===== config.mk =====
export PLATFORM = sky130hd
export DESIGN_NAME = team_06_wb_fifo_bridge
export DESIGN_NICKNAME = d
export VERILOG_FILES = /design/src/rtl/team_06_bridge_pkg.sv /design/src/rtl/team_06_sync_fifo.sv /design/src/rtl/team_06_wb_fifo_bridge.sv
export SDC_FILE = /design/constraint.sdc
export NUM_CORES = 1
export LEC_CHECK = 0
export BUFFER_PORTS_ARGS = -buffer_cell sky130_fd_sc_hd__buf_2
export CORE_UTILIZATION = 50
export CTS_CLUSTER_SIZE = 28
export DETAILED_ROUTE_END_ITERATION = 10
export GPL_TIMING_DRIVEN = 0
export PLACE_DENSITY = 0.68
export REMOVE_ABC_BUFFERS = 1
export SYNTH_ARGS = -nofsm -noshare
export SYNTH_HDL_FRONTEND = slang
export SYNTH_SLANG_ARGS = --single-unit

===== constraint.sdc =====
create_clock -name clk_i -period 6.39 [get_ports clk_i]
set_input_delay 0.9585 -clock clk_i [delete_from_list [all_inputs] [get_ports clk_i]]
set_output_delay 0.9585 -clock clk_i [all_outputs]
set_load 0.05 [all_outputs]

===== src/rtl/team_06_bridge_pkg.sv =====
// Shared register map, STATUS/IRQ bit positions and register selector for the
// Wishbone-to-stream FIFO bridge.
package team_06_bridge_pkg;

    typedef enum logic [1:0] {
        RegData    = 2'd0,
        RegStatus  = 2'd1,
        RegIrqEn   = 2'd2,
        RegIrqStat = 2'd3
    } reg_sel_e;

    localparam logic [3:0] OffData    = 4'h0;
    localparam logic [3:0] OffStatus  = 4'h4;
    localparam logic [3:0] OffIrqEn   = 4'h8;
    localparam logic [3:0] OffIrqStat = 4'hC;

    localparam int unsigned StatTxFull  = 0;
    localparam int unsigned StatTxEmpty = 1;
    localparam int unsigned StatRxFull  = 2;
    localparam int unsigned StatRxEmpty = 3;
    localparam int unsigned StatTxCount = 8;
    localparam int unsigned StatRxCount = 16;

    localparam int unsigned IrqRxNonempty = 0;
    localparam int unsigned IrqTxEmpty    = 1;
    localparam int unsigned IrqTxOvf      = 2;
    localparam int unsigned IrqRxUnf      = 3;

    function automatic reg_sel_e decode_reg(input logic [3:0] offset);
        return reg_sel_e'(offset[3:2]);
    endfunction

endpackage


===== src/rtl/team_06_sync_fifo.sv =====
// Single-clock FIFO with natural-wrap pointers and an explicit occupancy count.
module team_06_sync_fifo #(
    parameter int unsigned DEPTH = 8,
    parameter int unsigned WIDTH = 32
) (
    input  logic                       clk_i,
    input  logic                       rst_i,
    input  logic                       push,
    input  logic                       pop,
    input  logic [WIDTH-1:0]           wdata,
    output logic [WIDTH-1:0]           rdata,
    output logic                       full,
    output logic                       empty,
    output logic [$clog2(DEPTH):0]     count
);

    localparam int unsigned AW = $clog2(DEPTH);
    localparam int unsigned CW = AW + 1;

    logic [WIDTH-1:0] mem_q [DEPTH];
    logic [AW-1:0]    wr_ptr_q, wr_ptr_d, rd_ptr_q, rd_ptr_d;
    logic [CW-1:0]    count_q, count_d;
    logic             wr_en, rd_en;

    // A push into a full FIFO is only safe when a pop frees a slot in the same cycle.
    assign wr_en = push & (~full | pop);
    assign rd_en = pop & ~empty;

    always_comb begin
        wr_ptr_d = wr_ptr_q;
        rd_ptr_d = rd_ptr_q;
        count_d  = count_q;
        if (wr_en) wr_ptr_d = wr_ptr_q + AW'(1);
        if (rd_en) rd_ptr_d = rd_ptr_q + AW'(1);
        unique case ({wr_en, rd_en})
            2'b10:   count_d = count_q + CW'(1);
            2'b01:   count_d = count_q - CW'(1);
            default: count_d = count_q;
        endcase
    end

    always_ff @(posedge clk_i) begin
        if (rst_i) begin
            wr_ptr_q <= '0;
            rd_ptr_q <= '0;
            count_q  <= '0;
        end else begin
            wr_ptr_q <= wr_ptr_d;
            rd_ptr_q <= rd_ptr_d;
            count_q  <= count_d;
        end
    end

    always_ff @(posedge clk_i) begin
        if (wr_en) mem_q[wr_ptr_q] <= wdata;
    end

    assign rdata = mem_q[rd_ptr_q];
    assign full  = (count_q == CW'(DEPTH));
    assign empty = (count_q == '0);
    assign count = count_q;

endmodule


===== src/rtl/team_06_wb_fifo_bridge.sv =====
// Wishbone slave bridging a TX and an RX stream FIFO to the bus; interrupt
// registers and irq_o exist only when TEAM_06_BRIDGE_IRQ_EN is defined.
module team_06_wb_fifo_bridge
    import team_06_bridge_pkg::*;
#(
    parameter logic [31:0] BASE_ADDR = 32'h3000_0000,
    parameter int unsigned DEPTH     = 8
) (
    input  logic        clk_i,
    input  logic        rst_i,
    input  logic [31:0] adr_i,
    input  logic [31:0] dat_i,
    input  logic [3:0]  sel_i,
    input  logic        cyc_i,
    input  logic        stb_i,
    input  logic        we_i,
    output logic [31:0] dat_o,
    output logic        ack_o,
    output logic        irq_o,
    output logic [31:0] tx_data_o,
    output logic        tx_valid_o,
    input  logic        tx_ready_i,
    input  logic [31:0] rx_data_i,
    input  logic        rx_valid_i,
    output logic        rx_ready_o
);

    localparam int unsigned CW = $clog2(DEPTH) + 1;

    reg_sel_e      reg_sel;
    logic          accept, hit, bus_wr, bus_rd;
    logic          tx_push, tx_pop, rx_push, rx_pop, tx_ovf_evt, rx_unf_evt;
    logic          tx_full, tx_empty, rx_full, rx_empty;
    logic [CW-1:0] tx_count, rx_count;
    logic [31:0]   rx_rdata, status;
    logic [3:0]    irq_en, irq_stat;
    logic          ack_q;
    logic [31:0]   dat_q, dat_d;
    logic          unused_bits;

    assign accept  = cyc_i & stb_i & ~ack_q;
    assign hit     = (adr_i[31:4] == BASE_ADDR[31:4]);
    assign reg_sel = decode_reg(adr_i[3:0]);
    assign bus_wr  = accept & hit & we_i;
    assign bus_rd  = accept & hit & ~we_i;

    assign tx_push    = bus_wr & (reg_sel == RegData) & ~tx_full;
    assign tx_ovf_evt = bus_wr & (reg_sel == RegData) & tx_full;
    assign tx_pop     = ~tx_empty & tx_ready_i;
    assign rx_push    = rx_valid_i & ~rx_full;
    assign rx_pop     = bus_rd & (reg_sel == RegData) & ~rx_empty;
    assign rx_unf_evt = bus_rd & (reg_sel == RegData) & rx_empty;

    team_06_sync_fifo #(.DEPTH(DEPTH), .WIDTH(32)) u_tx_fifo (
        .clk_i (clk_i),
        .rst_i (rst_i),
        .push  (tx_push),
        .pop   (tx_pop),
        .wdata (dat_i),
        .rdata (tx_data_o),
        .full  (tx_full),
        .empty (tx_empty),
        .count (tx_count)
    );

    team_06_sync_fifo #(.DEPTH(DEPTH), .WIDTH(32)) u_rx_fifo (
        .clk_i (clk_i),
        .rst_i (rst_i),
        .push  (rx_push),
        .pop   (rx_pop),
        .wdata (rx_data_i),
        .rdata (rx_rdata),
        .full  (rx_full),
        .empty (rx_empty),
        .count (rx_count)
    );

    assign tx_valid_o = ~tx_empty;
    assign rx_ready_o = ~rx_full;

    always_comb begin
        status                     = '0;
        status[StatTxFull]         = tx_full;
        status[StatTxEmpty]        = tx_empty;
        status[StatRxFull]         = rx_full;
        status[StatRxEmpty]        = rx_empty;
        status[StatTxCount +: 8]   = 8'(tx_count);
        status[StatRxCount +: 8]   = 8'(rx_count);
    end

`ifdef TEAM_06_BRIDGE_IRQ_EN
    logic [3:0] irq_en_q, irq_en_d;
    logic       tx_ovf_q, tx_ovf_d, rx_unf_q, rx_unf_d, irq_q, w1c;

    assign w1c = bus_wr & (reg_sel == RegIrqStat);

    always_comb begin
        irq_en_d = irq_en_q;
        if (bus_wr && (reg_sel == RegIrqEn) && sel_i[0]) irq_en_d = dat_i[3:0];
        // Clear is applied before the new event so a coincident event survives.
        tx_ovf_d = (tx_ovf_q & ~(w1c & dat_i[IrqTxOvf])) | tx_ovf_evt;
        rx_unf_d = (rx_unf_q & ~(w1c & dat_i[IrqRxUnf])) | rx_unf_evt;
    end

    always_ff @(posedge clk_i) begin
        if (rst_i) begin
            irq_en_q <= '0;
            tx_ovf_q <= 1'b0;
            rx_unf_q <= 1'b0;
            irq_q    <= 1'b0;
        end else begin
            irq_en_q <= irq_en_d;
            tx_ovf_q <= tx_ovf_d;
            rx_unf_q <= rx_unf_d;
            irq_q    <= |(irq_stat & irq_en_q);
        end
    end

    assign irq_stat    = {rx_unf_q, tx_ovf_q, tx_empty, ~rx_empty};
    assign irq_en      = irq_en_q;
    assign irq_o       = irq_q;
    assign unused_bits = ^{adr_i[1:0], sel_i[3:1]};
`else
    assign irq_stat    = '0;
    assign irq_en      = '0;
    assign irq_o       = 1'b0;
    assign unused_bits = ^{adr_i[1:0], sel_i, tx_ovf_evt, rx_unf_evt};
`endif

    always_comb begin
        dat_d = '0;
        if (bus_rd) begin
            unique case (reg_sel)
                RegData:    dat_d = rx_empty ? '0 : rx_rdata;
                RegStatus:  dat_d = status;
                RegIrqEn:   dat_d = {28'b0, irq_en};
                RegIrqStat: dat_d = {28'b0, irq_stat};
            endcase
        end
    end

    // dat_q is rewritten every cycle, so it is zero whenever no ack is presented.
    always_ff @(posedge clk_i) begin
        if (rst_i) begin
            ack_q <= 1'b0;
            dat_q <= '0;
        end else begin
            ack_q <= accept;
            dat_q <= dat_d;
        end
    end

    assign ack_o = ack_q;
    assign dat_o = dat_q;

endmodule


**After elaboration in Yosys (flattened, before gate mapping)**

Memories as Yosys holds them, arrays and structs flattened. A register that Yosys moved wholly into a read port is not among the register bits.
Cells that the tools add are included.

- Register bits: 53
- Bits in latches: 0
- Memory bits (writable): 512
- ROM bits: 0
- Input port bits: 107
- Output and inout bits: 68
- Logic and storage cells: 71
- Memories kept: 2

Memories:

| memory | depth | bits a word | read ports | clocked after Yosys merged registers in | wr ports | line | text |
|---|---|---|---|---|---|---|---|
| u_rx_fifo.mem_q | 8 | 32 | 1 | 1 | 1 | team_06_sync_fifo.sv:20 | `logic [WIDTH-1:0] mem_q [DEPTH];` |
| u_tx_fifo.mem_q | 8 | 32 | 1 | 1 | 1 | team_06_sync_fifo.sv:20 |  |

- Add/subtract/negate cells: 8
- Multiply operators: 0
- Divide/modulo/power cells: 0
- Order comparisons: 0
- Equality and inequality tests: 10
- Shift-type cells: 0
- Muxes and demuxes: 12
- Bitwise operators: 24
- Reductions and logical operators: 7

Operator list:

| operator | number |
|---|---|
| $pmux W32 S3 | 1 |
| $mux W32 | 1 |
| $eq A28 B26 Y1 const B | 1 |
| $pmux W4 S2 | 2 |
| $and A1 B1 Y1 | 15 |
| $add A3 B1 Y3 const B | 4 |
| $mux W3 | 4 |
| $add A4 B1 Y4 const B | 2 |
| $eq A2 B2 Y1 const B | 4 |
| $eq A4 B4 Y1 const B | 2 |
| $logic_not A4 Y1 | 2 |
| $sub A4 B1 Y4 const B | 2 |
| $not A1 Y1 | 7 |
| $eq A2 B1 Y1 const B | 3 |
| $mux W1 | 4 |
| $reduce_bool A2 Y1 | 2 |
| $reduce_or A2 Y1 | 2 |
| $logic_not A2 Y1 | 1 |
| $or A1 B1 Y1 | 2 |

**Depth between registers and ports, before layout**

Gate-level depths: netlist of run 1.

- Depth in word-level cells: 10
- Depth in mapped cells: 11
- Gate-level depth less buffers: 11

**Cells and area by module**

Synthesis of run 1 repeated with hierarchy kept, for this count alone.

- Cells, all modules: 1021
- Area total of the unflattened synthesis: 21889.7 sq um

By module, submodules not included:

| module | instances | cells an instance | area an instance (sq um) |
|---|---|---|---|
| team_06_sync_fifo | 2 | 443 | 10248.6 |
| team_06_wb_fifo_bridge | 1 | 135 | 1392.6 |

**Least setup slack after synthesis of run 1**

Ideal clock, no wire load.

- Path kind: reg-to-reg
- From: reg u_rx_fifo.count_q[0], in the netlist u_rx_fifo.count[0]
- To: mem u_rx_fifo.mem_q[0][0] (enable)
- Library setup time: 0.502 ns
- Arrival time: 4.464 ns
- Path slack: 1.424 ns
- Stages on the path, launching flop included: 5
- Path buffers: 1
- Period minus slack after synthesis: 4.966 ns
- Path through: dfxtp_1 > or4b_1 > clkbuf_1 > nand2_1 > nor4_1

RTL lines:

| item | line | text |
|---|---|---|
| from (decl) | team_06_sync_fifo.sv:22 | `logic [CW-1:0] count_q, count_d;` |
| from (signal assigned) | team_06_sync_fifo.sv:50 | `count_q <= count_d;` |
| $eq A4 B4 Y1 (*) | team_06_sync_fifo.sv:59 | `assign full = (count_q == CW'(DEPTH));` |
| $not A1 Y1 (*) | - |  |
| via rx_ready_o | team_06_wb_fifo_bridge.sv:25 | `output logic rx_ready_o` |
| $and A1 B1 Y1 or $or A1 B1 Y1 (tied branches) | team_06_wb_fifo_bridge.sv:50, team_06_sync_fifo.sv:26 |  |
| $and A1 B1 Y1 (*) | team_06_sync_fifo.sv:26 | `assign wr_en = push & (~full \| pop);` |
| $mux W1 (*) | team_06_sync_fifo.sv:55 | `if (wr_en) mem_q[wr_ptr_q] <= wdata;` |
| $mux W1 (not written as such) (*) | team_06_sync_fifo.sv:55 |  |
| to (decl) | team_06_sync_fifo.sv:20 |  |

Mark *: on every way through the listed nets, which the timed path passes. The rest lies on a longest branch.

==> results of run 1 <==
Yosys cell counts (8+ instances only):
| cell | number |
|---|---|
| xor2_1 | 8 |
| a22oi_1 | 11 |
| mux2i_1 | 24 |
| nor2_1 | 29 |
| clkbuf_1 | 27 |
| mux4_2 | 128 |
| nor3_1 | 10 |
| buf_2 | 15 |
| nand2b_1 | 8 |
| nand2_1 | 15 |
| dfxtp_1 | 59 |
| a21oi_1 | 14 |
| inv_1 | 9 |
| mux2_2 | 38 |
| ha_1 | 10 |
| nor3_2 | 19 |
| edfxtp_1 | 512 |
power by group through the flow:
stage                     Sequential [mW]  Clock [mW]  Combinational [mW]
after detailed placement             4.20           0               0.185
final                                4.12        3.42               0.183
after floorplan                      4.20           0              0.0641
after global routing                 4.12        3.64               0.200
after global placement               4.20           0               0.156
after CTS                            4.12        3.49               0.186
critical path, cell delays in order, from the launching register on:
cell     delay [ns]
dfxtp_4        0.67
buf_16         0.34
mux4_2         0.55
mux2_2         0.30
buf_2          0.22
sequential cells by signal, indices dropped and copies added (netlist names), 3 cells and up, named ones only:
register,count
u_rx_fifo.mem_q,256
u_tx_fifo.mem_q,256
dat_o,32
u_rx_fifo.count,4
u_tx_fifo.count,4
u_rx_fifo.rd_ptr_q,3
u_rx_fifo.wr_ptr_q,3
u_tx_fifo.rd_ptr_q,3
u_tx_fifo.wr_ptr_q,3
stage by stage:
| step | instances | setup slack (ns) | instance area [um2] | total power, mW |
|---|---|---|---|---|
| floorplan | 958 | 1.606 | 21510 | 4.264 |
| global route | 1865 | 2.527 | 25870 | 7.954 |
| detailed placement | 1761 | 2.364 | 23930 | 4.381 |
| global placement | 1710 | -2.056 | 23080 | 4.359 |
| CTS | 1865 | 2.599 | 25870 | 7.797 |
| finish | 1866 | 2.693 | 25880 | 7.725 |
routing by layer:
metal / vias to the layer above / GRT usage / routed length, um
met5: - / 0 / 45
met4: 6 / 0.05747 / 851
met3: 67 / 0.03613 / 1861
met2: 237 / 0.3430 / 22280
met1: 5432 / 0.2460 / 17340
li1: 4617 / - / -
cells by family after synthesis:
family / synth area share
multiplexers: 0.1630
buffers and inverters: 0.01396
AO/OA/AOI/OAI: 0.01154
XOR/XNOR: 0.003216
adder cells (fa/ha/maj): 0.007581
flip-flops: 0.7600
AND/OR/NAND/NOR: 0.04055
other: 0.0001721
cell type report:
cell class,instances,area (um2)
diodes,1,2.502
inverters,9,33.78
clock inverters,31,401.6
multi-input cells,378,5017
clock buffers,73,1546
repair buffers,218,1570
flip-flops and latches,571,16570
fillers,3100,17110
well taps,585,732.0
path summary, 6_finish.rpt:
| path | startpoint | slack (ns) | depth (start not counted) | endpoint |
|---|---|---|---|---|
| min | u_rx_fifo.count[3] | 0.51 | 2 | dat_o[19] |
| max | register | 2.69 | 4 | tx_data_o[2] |
| min reg2reg | u_rx_fifo.count[3] | 0.51 | 2 | dat_o[19] |
| max reg2reg | u_rx_fifo.count[0] | 2.81 | 10 | u_rx_fifo.count[3] |
==> results by group, run 1 <==
Outcome
  – Status: finished clean

STA
  – Slew @ Worst Pin: 1.093 ns
  – RSZ-0062 raised after global routing: false
  – Slew Limit Fails: 0
  – Slew HR: 0.2648
  – Clock Skew: 0.01310 ns
  – Final hold vios: 0
  – Fin crit share: 0.5785
  – Final setup TNS: 0 ns
  – Minimum clock period: between 3 and 4 ns
  – Final setup violation count: 0
  – Maximum clock frequency: 270.5 MHz
  – Hold slack: ~0.5 ns

Floorplanning
  – # IOs: 175
  – Initial Util: 0.5068
  – Core Region: 42,980 um2
  – Standard-cell rows: 76
  – Die footprint: 44,410 um2
  – Die height: 210.7 um
  – Die Wd: 210.7 um

Power and ir drop
  – Sw frac: 0.1918
  – P_int: 6.243 mW
  – Combinational power share: 0.024
  – Pleak: 8.566 nW
  – Worst VDD drop: 0.2951 mV
  – Clock power share: 0.443
  – Pwr dens: 298.5 nW/um2
  – Sequential power share: 0.533
  – P_sw: about 1.5 mW

Layout
  – Synth-to-Final Area Change: 18.78%
  – Most frequent cells in the layout: edfxtp_1 (512), buf_2 (167), mux4_2 (128)
  – Leading cell type in the layout, fill and taps excluded: edfxtp_1
  – Final core utilization: 0.6020
  – Share of cells above drive strength 1: 0.4211
  – # nets final: 1,353

Setup path
  – Worst Path Max Fanout: 42
  – Crit Path Class: reg -> out
  – WP data required: between 5 and 6 ns
  – Crit end category: primary output
  – CP startpoint kind: register
  – WP data arrival: 2.74 ns

Clocking
  – Hold-fix buffers, CTS: 0
  – H-tree Lvls: 2
  – Clk_lat worst skew: 0.59 ns
  – CTS tree: done
  – CTS root buffer: clkbuf_16
  – Clk sinks: 571
  – Resize count post-CTS: 0
  – CTS max path bufs: 3
  – Setup Buffers After CTS: 0
  – CTS clk-pin slew, worst paths: ~0.06 ns
  – Num CTS Buffers: 56

Placement
  – Port bufs: between 150 and 200
  – Placer Congestion: 0.7120
  – Post-DP HPWL: 26,400 um

Global routing
  – Gr usage total: 0.1947
  – Largest net degree at the start of global routing: 63
  – GRT Residual Overflow: 0
  – Number of antenna violations at the first check in global routing: 3
  – First-pass GRT wire length: 64,050 um
  – Number of global-route vias before repair: 10,860

Run
  – Max-cap violations: 0

Synthesis
  – Predominant post-synthesis flop cell: edfxtp_1
  – FF+latch count, synth: between 500 and 600
  – Seq/Total Area, Yosys: 0.7600
  – Largest area contributor in the netlist: edfxtp_1
  – Syn avg cell area: 21.55 um2
  – Ys Warns: 0
  – Synth area leaders: edfxtp_1 (71%), mux4_2 (13%), dfxtp_1 (5.4%)
  – Synth cell types: 47
  – Cells after synthesis: 1,011
  – Area share of the largest cell type after synthesis: 0.7058
  – Asr flop ratio synth: 0
  – Mapped Area: 21,780 um2
  – Post-synth EDFFs: 512

Worst hold path
  – Hold Crit Class: reg -> reg

Routing
  – Vias/cell: 5.551
  – Total Wirelength: between 40,000 and 50,000 um
  – DRT Pass-1 Iters: 5
  – DRT iter0 DRCs: 692
  – Antenna-violating nets left: 0
  – DR vias: 10,360
  – Wirelength per Cell: 22.71 um
  – DRC errors left: 0
Note: power is estimated with default switching activity, not from simulation.
==> inputs of run 2 (changes only) <==
==> constraint.sdc (replaced) <==
create_clock -name clk_i -period 3.58 [get_ports clk_i]
set_input_delay 0.537 -clock clk_i [delete_from_list [all_inputs] [get_ports clk_i]]
set_output_delay 0.537 -clock clk_i [all_outputs]
set_load 0.05 [all_outputs]
==> results by group, run 2 (synthesis gave the netlist of run 1 again) <==
Outcome
  – Status: finished clean

Global routing
  – First-pass GRT wire length: 64,140 um (+0.13%)
  – Number of global-route vias before repair: 10,880 (+0.12%)
  – GRT Residual Overflow: 0 (unchanged)
  – Largest net degree at the start of global routing: 63 (unchanged)
  – Number of antenna violations at the first check in global routing: 4 (+1)
  – Gr usage total: 0.1949 (+0.0002677)

Layout
  – Share of cells above drive strength 1: 0.4219 (+0.0007813)
  – Sequential cell area: 16,570 um2 (unchanged)
  – Filler instances: 3,098 (-0.065%)
  – Multi-input logic area: 5024 um2 (+0.12%)
  – Most frequent cells in the layout: edfxtp_1 (512), buf_2 (167), mux4_2 (128)
  – Synth-to-Final Area Change: 18.81% (about the same)
  – Final core utilization: 0.6022 (about the same)
  – # nets final: 1,353 (unchanged)
  – Leading cell type in the layout, fill and taps excluded: edfxtp_1

STA
  – Minimum clock period: 3.326 ns
  – Slew Limit Fails: 0 (unchanged)
  – Fin crit share: 0.9291
  – Maximum clock frequency: 300.6 MHz
  – Clock Skew: 0.01399 ns (+0.0008926 ns)
  – Final setup violation count: 0 (unchanged)
  – Final hold vios: 0 (unchanged)
  – Final setup margin: 0.2537 ns (-2.440 ns)
  – Final setup TNS: 0 ns (unchanged)
  – Slew HR: 0.3194 (+0.05457)
  – Slew @ Worst Pin: 1.017 ns (-0.07623 ns)
  – RSZ-0062 raised after global routing: false

Power and ir drop
  – Power Total: 13.79 mW (+79%)
  – Pwr dens: 532.9 nW/um2 (+78%)
  – Pleak: 8.568 nW (about the same)
  – Worst VDD drop: 0.5261 mV (+78%)

Clocking
  – CTS tree: done
  – CTS root buffer: clkbuf_16
  – H-tree Lvls: 2 (unchanged)
  – Clk_lat worst skew: 0.59 ns (about the same)
  – Setup Buffers After CTS: 0 (unchanged)
  – CTS clk-pin slew, worst paths: 0.06 ns (about the same)
  – Clk sinks: 571 (unchanged)
  – Hold-fix buffers, CTS: 0 (unchanged)
  – Num CTS Buffers: 56 (unchanged)
  – CTS max path bufs: 3 (unchanged)

Floorplanning
  – Core Region: 42,980 um2 (unchanged)
  – Initial Util: 0.5068 (unchanged)
  – Die Wd: 210.7 um (unchanged)
  – Die footprint: 44,410 um2 (unchanged)
  – # IOs: 175 (unchanged)
  – Standard-cell rows: 76 (unchanged)
  – Die height: 210.7 um (unchanged)

Setup path
  – R2r worst-path depth: 10 (unchanged)
  – Worst R2R Setup Slack: 0.25 ns (-2.56 ns)
  – Worst Path Max Fanout: 23 (-45%)
  – WP data required: 4.06 ns (-1.37 ns)
  – CP startpoint kind: register
  – Crit Path Class: reg -> reg
  – WP data arrival: 3.81 ns (+1.07 ns)
  – Reg-to-reg endpoint: u_rx_fifo.count[3]
  – Worst R2R Start: u_rx_fifo.count[0]
  – Crit end category: register

Routing
  – Total Wirelength: 42,390 um (about the same)
  – Vias/cell: 5.536 (-0.27%)
  – Antenna-violating nets left: 0 (unchanged)
  – DRT iter0 DRCs: 726 (+4.9%)
  – DRC errors left: 0 (unchanged)
  – DR vias: 10,330 (-0.27%)
  – DRT Pass-1 Iters: 4 (-1)
  – Wirelength per Cell: 22.72 um (about the same)

Placement
  – Post-DP HPWL: 26,400 um (unchanged)
  – Placer Congestion: 0.7120 (unchanged)
  – Port bufs: 167 (unchanged)
  – Setup WS pre-CTS: -0.02492 ns (-2.389 ns)

Run
  – Max-cap violations: 0 (unchanged)

Worst hold path
  – Hold Crit Class: in -> reg
  – Hold depth: 2 (unchanged)
  – Hold Path End: dat_o[3]
  – Hold_sp: adr_i[3]
[run 2: cell count changes in the layout (fill, tap and decap cells not counted)]
cell    before  now
nor4_1       5    4
nor4_2       5    6
[run 2: worst max-delay path by stage]
stage,from,to,slack [ns],depth (start not counted)
after floorplan,u_rx_fifo.count[0],u_rx_fifo.mem_q[0][0],-1.18,3
after global placement,u_rx_fifo.count[0],u_rx_fifo.mem_q[0][22],-4.52,3
after detailed placement,adr_i[17],u_rx_fifo.count[3],-0.02,10
after CTS,register,tx_data_o[2],0.21,4
after global routing,u_rx_fifo.count[0],u_rx_fifo.count[3],0.01,10
final,u_rx_fifo.count[0],u_rx_fifo.count[3],0.25,10
[run 2: layout make-up]
cell class	instances	share of cell area
diodes	1	0.00009668
clock buffers	73	0.05975
clock inverters	31	0.01552
inverters	9	0.001305
multi-input cells	378	0.1941
flip-flops and latches	571	0.6403
well taps	585	0.02828
repair buffers	218	0.06067
[run 2: per-layer routing]
metal,up-vias,share of wire,wire [um],GRT usage
met1,5391,0.41,17260,0.2459
met3,67,0.047,1992,0.03628
li1,4620,-,-,-
met4,6,0.020,851,0.05897
met2,247,0.52,22240,0.3432
met5,-,0.0011,45,0
[run 2: through the flow]
step | area (um2) | hold WS (ns) | std cells
finish | 25880 | 0.1730 | 1866
global route | 25880 | 0.1366 | 1866
CTS | 25880 | 0.1261 | 1865
detailed placement | 23930 | 0.4933 | 1761
global placement | 23080 | 0.4845 | 1710
floorplan | 21510 | 0.4467 | 958
[run 2: timing repair]
item	in CTS	in global routing
endpoints found under the hold margin	0	0
endpoints found under the setup margin	1	0
resized for setup	1	0
[run 2: where the power goes]
group	internal, mW	total, mW	switching [mW]
registers	7.33	7.35	0.0235
logic	0.123	0.328	0.204
clock network	3.69	6.11	2.42
[run 2: critical path, stage by stage (launching register included)]
cell	delay, ns
dfxtp_1	0.46
nor4_2	0.15
nand2b_2	0.22
buf_12	0.18
nor4_1	0.66
ha_1	0.36
ha_1	0.25
a21o_1	0.18
a21oi_1	0.20
mux2i_1	0.21
mux2_2	0.34
==> inputs of run 3 (changes only) <==
--- a/config.mk
+++ b/config.mk
@@ -6,6 +6,7 @@
 export NUM_CORES = 1
 export LEC_CHECK = 0
 export BUFFER_PORTS_ARGS = -buffer_cell sky130_fd_sc_hd__buf_2
+export CORE_ASPECT_RATIO = 0.9
 export CORE_UTILIZATION = 50
 export CTS_CLUSTER_SIZE = 28
 export DETAILED_ROUTE_END_ITERATION = 10
==> results by group, run 3 (synthesis gave the netlist of run 1 again) <==
Floorplanning
  – Die Wd: 222.0 um (+5.4%)
  – Die height: 200.0 um (-5.1%)
  – Standard-cell rows: 72 (-5.3%)
  – Core Region: 42,970 um2 (about the same)
  – # IOs: 175 (unchanged)
  – Die footprint: 44,410 um2 (about the same)
  – Initial Util: 0.5070 (about the same)

STA
  – Minimum clock period: 3.369 ns (+0.04248 ns)
  – Hold slack: 0.1701 ns (-0.002877 ns)
  – Slew @ Worst Pin: 1.058 ns (+0.04161 ns)
  – Slew Limit Fails: 0 (unchanged)
  – RSZ-0062 raised after global routing: false
  – Maximum clock frequency: 296.8 MHz (-1.3%)
  – Final setup violation count: 0 (unchanged)
  – Clock Skew: 0.01962 ns (+0.005626 ns)
  – Slew HR: 0.2887 (-0.03064)
  – Fin crit share: 0.9410 (+0.01187)
  – Final hold vios: 0 (unchanged)

Global routing
  – GRT Residual Overflow: 0 (unchanged)
  – Largest net degree at the start of global routing: 63 (unchanged)
  – Number of global-route vias before repair: 10,560 (-2.9%)
  – Gr usage total: 0.1908 (-0.004159)
  – First-pass GRT wire length: 63,180 um (-1.5%)
  – Number of antenna violations at the first check in global routing: 8 (+4)

Setup path
  – Crit end category: primary output
  – Cell family with most CP delay: flip-flops
  – Critical path, cell by cell: buf_16 > mux4_2 > mux2_2 > buf_2
  – CP max stage delay: 0.86 ns (+0.20 ns)
  – CP max stage cell: dfxtp_4
  – Worst Path Max Fanout: 36 (+57%)
  – WP data required: 3.04 ns (-1.02 ns)
  – WP data arrival: 2.83 ns (-0.98 ns)
  – WP buf/inv: 2 (+1)
  – CP startpoint kind: register
  – Crit Path Class: reg -> out

Layout
  – Most frequent cells in the layout: edfxtp_1 (512), buf_2 (167), mux4_2 (128)
  – # nets final: 1,352 (-0.074%)
  – Share of cells above drive strength 1: 0.4158 (-0.006057)
  – Synth-to-Final Area Change: 18.17%
  – Leading cell type in the layout, fill and taps excluded: edfxtp_1

Clocking
  – Num CTS Buffers: 55 (-1.8%)
  – Clk_lat worst skew: 0.58 ns (about the same)
  – CTS max path bufs: 3 (unchanged)
  – CTS root buffer: clkbuf_16
  – H-tree Lvls: 2 (unchanged)
  – Clk sinks: 571 (unchanged)
  – CTS tree: done
  – Hold-fix buffers, CTS: 0 (unchanged)
  – CTS clk-pin slew, worst paths: 0.06 ns (about the same)

Power and ir drop
  – P_sw: 2.569 mW (-3.0%)
  – Power Total: 13.53 mW (-1.9%)
  – Pwr dens: 525.5 nW/um2 (-1.4%)
  – Sw frac: 0.1899 (-0.002086)
  – Clock power share: 0.433 (-0.010)
  – P_int: 10.96 mW (-1.7%)
  – Sequential power share: 0.543 (+0.010)
  – Pleak: 8.529 nW (-0.45%)
  – Worst VDD drop: 0.3959 mV (-25%)
  – Combinational power share: 0.024 (about the same)

Routing
  – DRT iter0 DRCs: 661 (-9.0%)
  – Antenna-violating nets left: 0 (unchanged)
  – DRC errors left: 0 (unchanged)
  – Wirelength per Cell: 22.83 um (+0.51%)
  – DR vias: 10,250 (-0.76%)
  – Total Wirelength: 41,900 um (-1.2%)
  – DRT Pass-1 Iters: 5 (+1)
  – Vias/cell: 5.587 (+0.92%)

Placement
  – Placer Congestion: 0.7361 (+3.4%)
  – Port bufs: 167 (unchanged)
  – Post-DP HPWL: 26,190 um (-0.79%)

Worst hold path
  – Hold Crit Class: in -> reg

Outcome
  – Status: finished clean

Run
  – Max-cap violations: 0 (unchanged)
run 3: cell types whose count changed in the layout (fill, tap and decap cells not counted), sizes merged:
cell	previous run	this run
clkbuf	73	78
clkinvlp	6	1
bufinv	9	7
clkinv	15	13
diode	1	3
inv	10	11
run 3: cell type report:
type                            count  area, um2
Multi-Input combinational cell    378       5044
Tap cell                          555      694.4
Antenna cell                        3      7.507
Clock inverter                     23      295.3
Clock buffer                       78       1553
Fill cell                        3043      17230
Inverter                            9      33.78
Sequential cell                   571      16570
Timing Repair Buffer              218       1543
run 3: final timing paths:
check,start,end,slack (ns),depth (start not counted)
max,register,tx_data_o[21],0.21,4
max reg2reg,u_rx_fifo.count[0],u_rx_fifo.count[3],0.37,9
min,adr_i[3],dat_o[3],0.17,2
min reg2reg,u_tx_fifo.rd_ptr_q[1],register,0.50,2
run 3: power by group through the flow:
stage               logic, mW  registers, mW  clock network, mW
floorplan               0.114           7.50                  0
global placement        0.278           7.50                  0
detailed placement      0.321           7.49                  0
CTS                     0.324           7.35               5.97
global route            0.352           7.35               6.22
finish                  0.322           7.35               5.86
run 3: metal layers:
layer | part of all wire | vias up | global-route usage | wire, um
met3 | 0.052 | 72 | 0.03776 | 2174
met2 | 0.51 | 253 | 0.3274 | 21470
met1 | 0.42 | 5300 | 0.2521 | 17460
met5 | 0.0015 | - | 0 | 62
met4 | 0.018 | 10 | 0.04938 | 735
li1 | - | 4618 | - | -
run 3: per-stage QoR:
step | setup slack [ns] | instances | area, um2 | TNS (ns) | utilization
6_report | 0.2112 | 1835 | 25740 | 0 | 0.5991
5_1_grt | 0.03584 | 1834 | 25740 | 0 | 0.5990
4_1_cts | 0.07121 | 1832 | 25720 | 0 | 0.5985
3_5_place_dp | -0.6107 | 1731 | 23860 | -0.8357 | 0.5553
3_3_place_gp | -4.296 | 1680 | 23040 | -1098.96 | 0.5363
2_1_floorplan | -1.180 | 958 | 21510 | -178.01 | -
run 3: what timing repair did:
item                                    in CTS  in global routing
gates cloned                                 0                  0
pin swaps                                    0                  0
setup buffers                                0                  0
endpoints found under the setup margin       3                  1
gates resized for setup                      2                  2
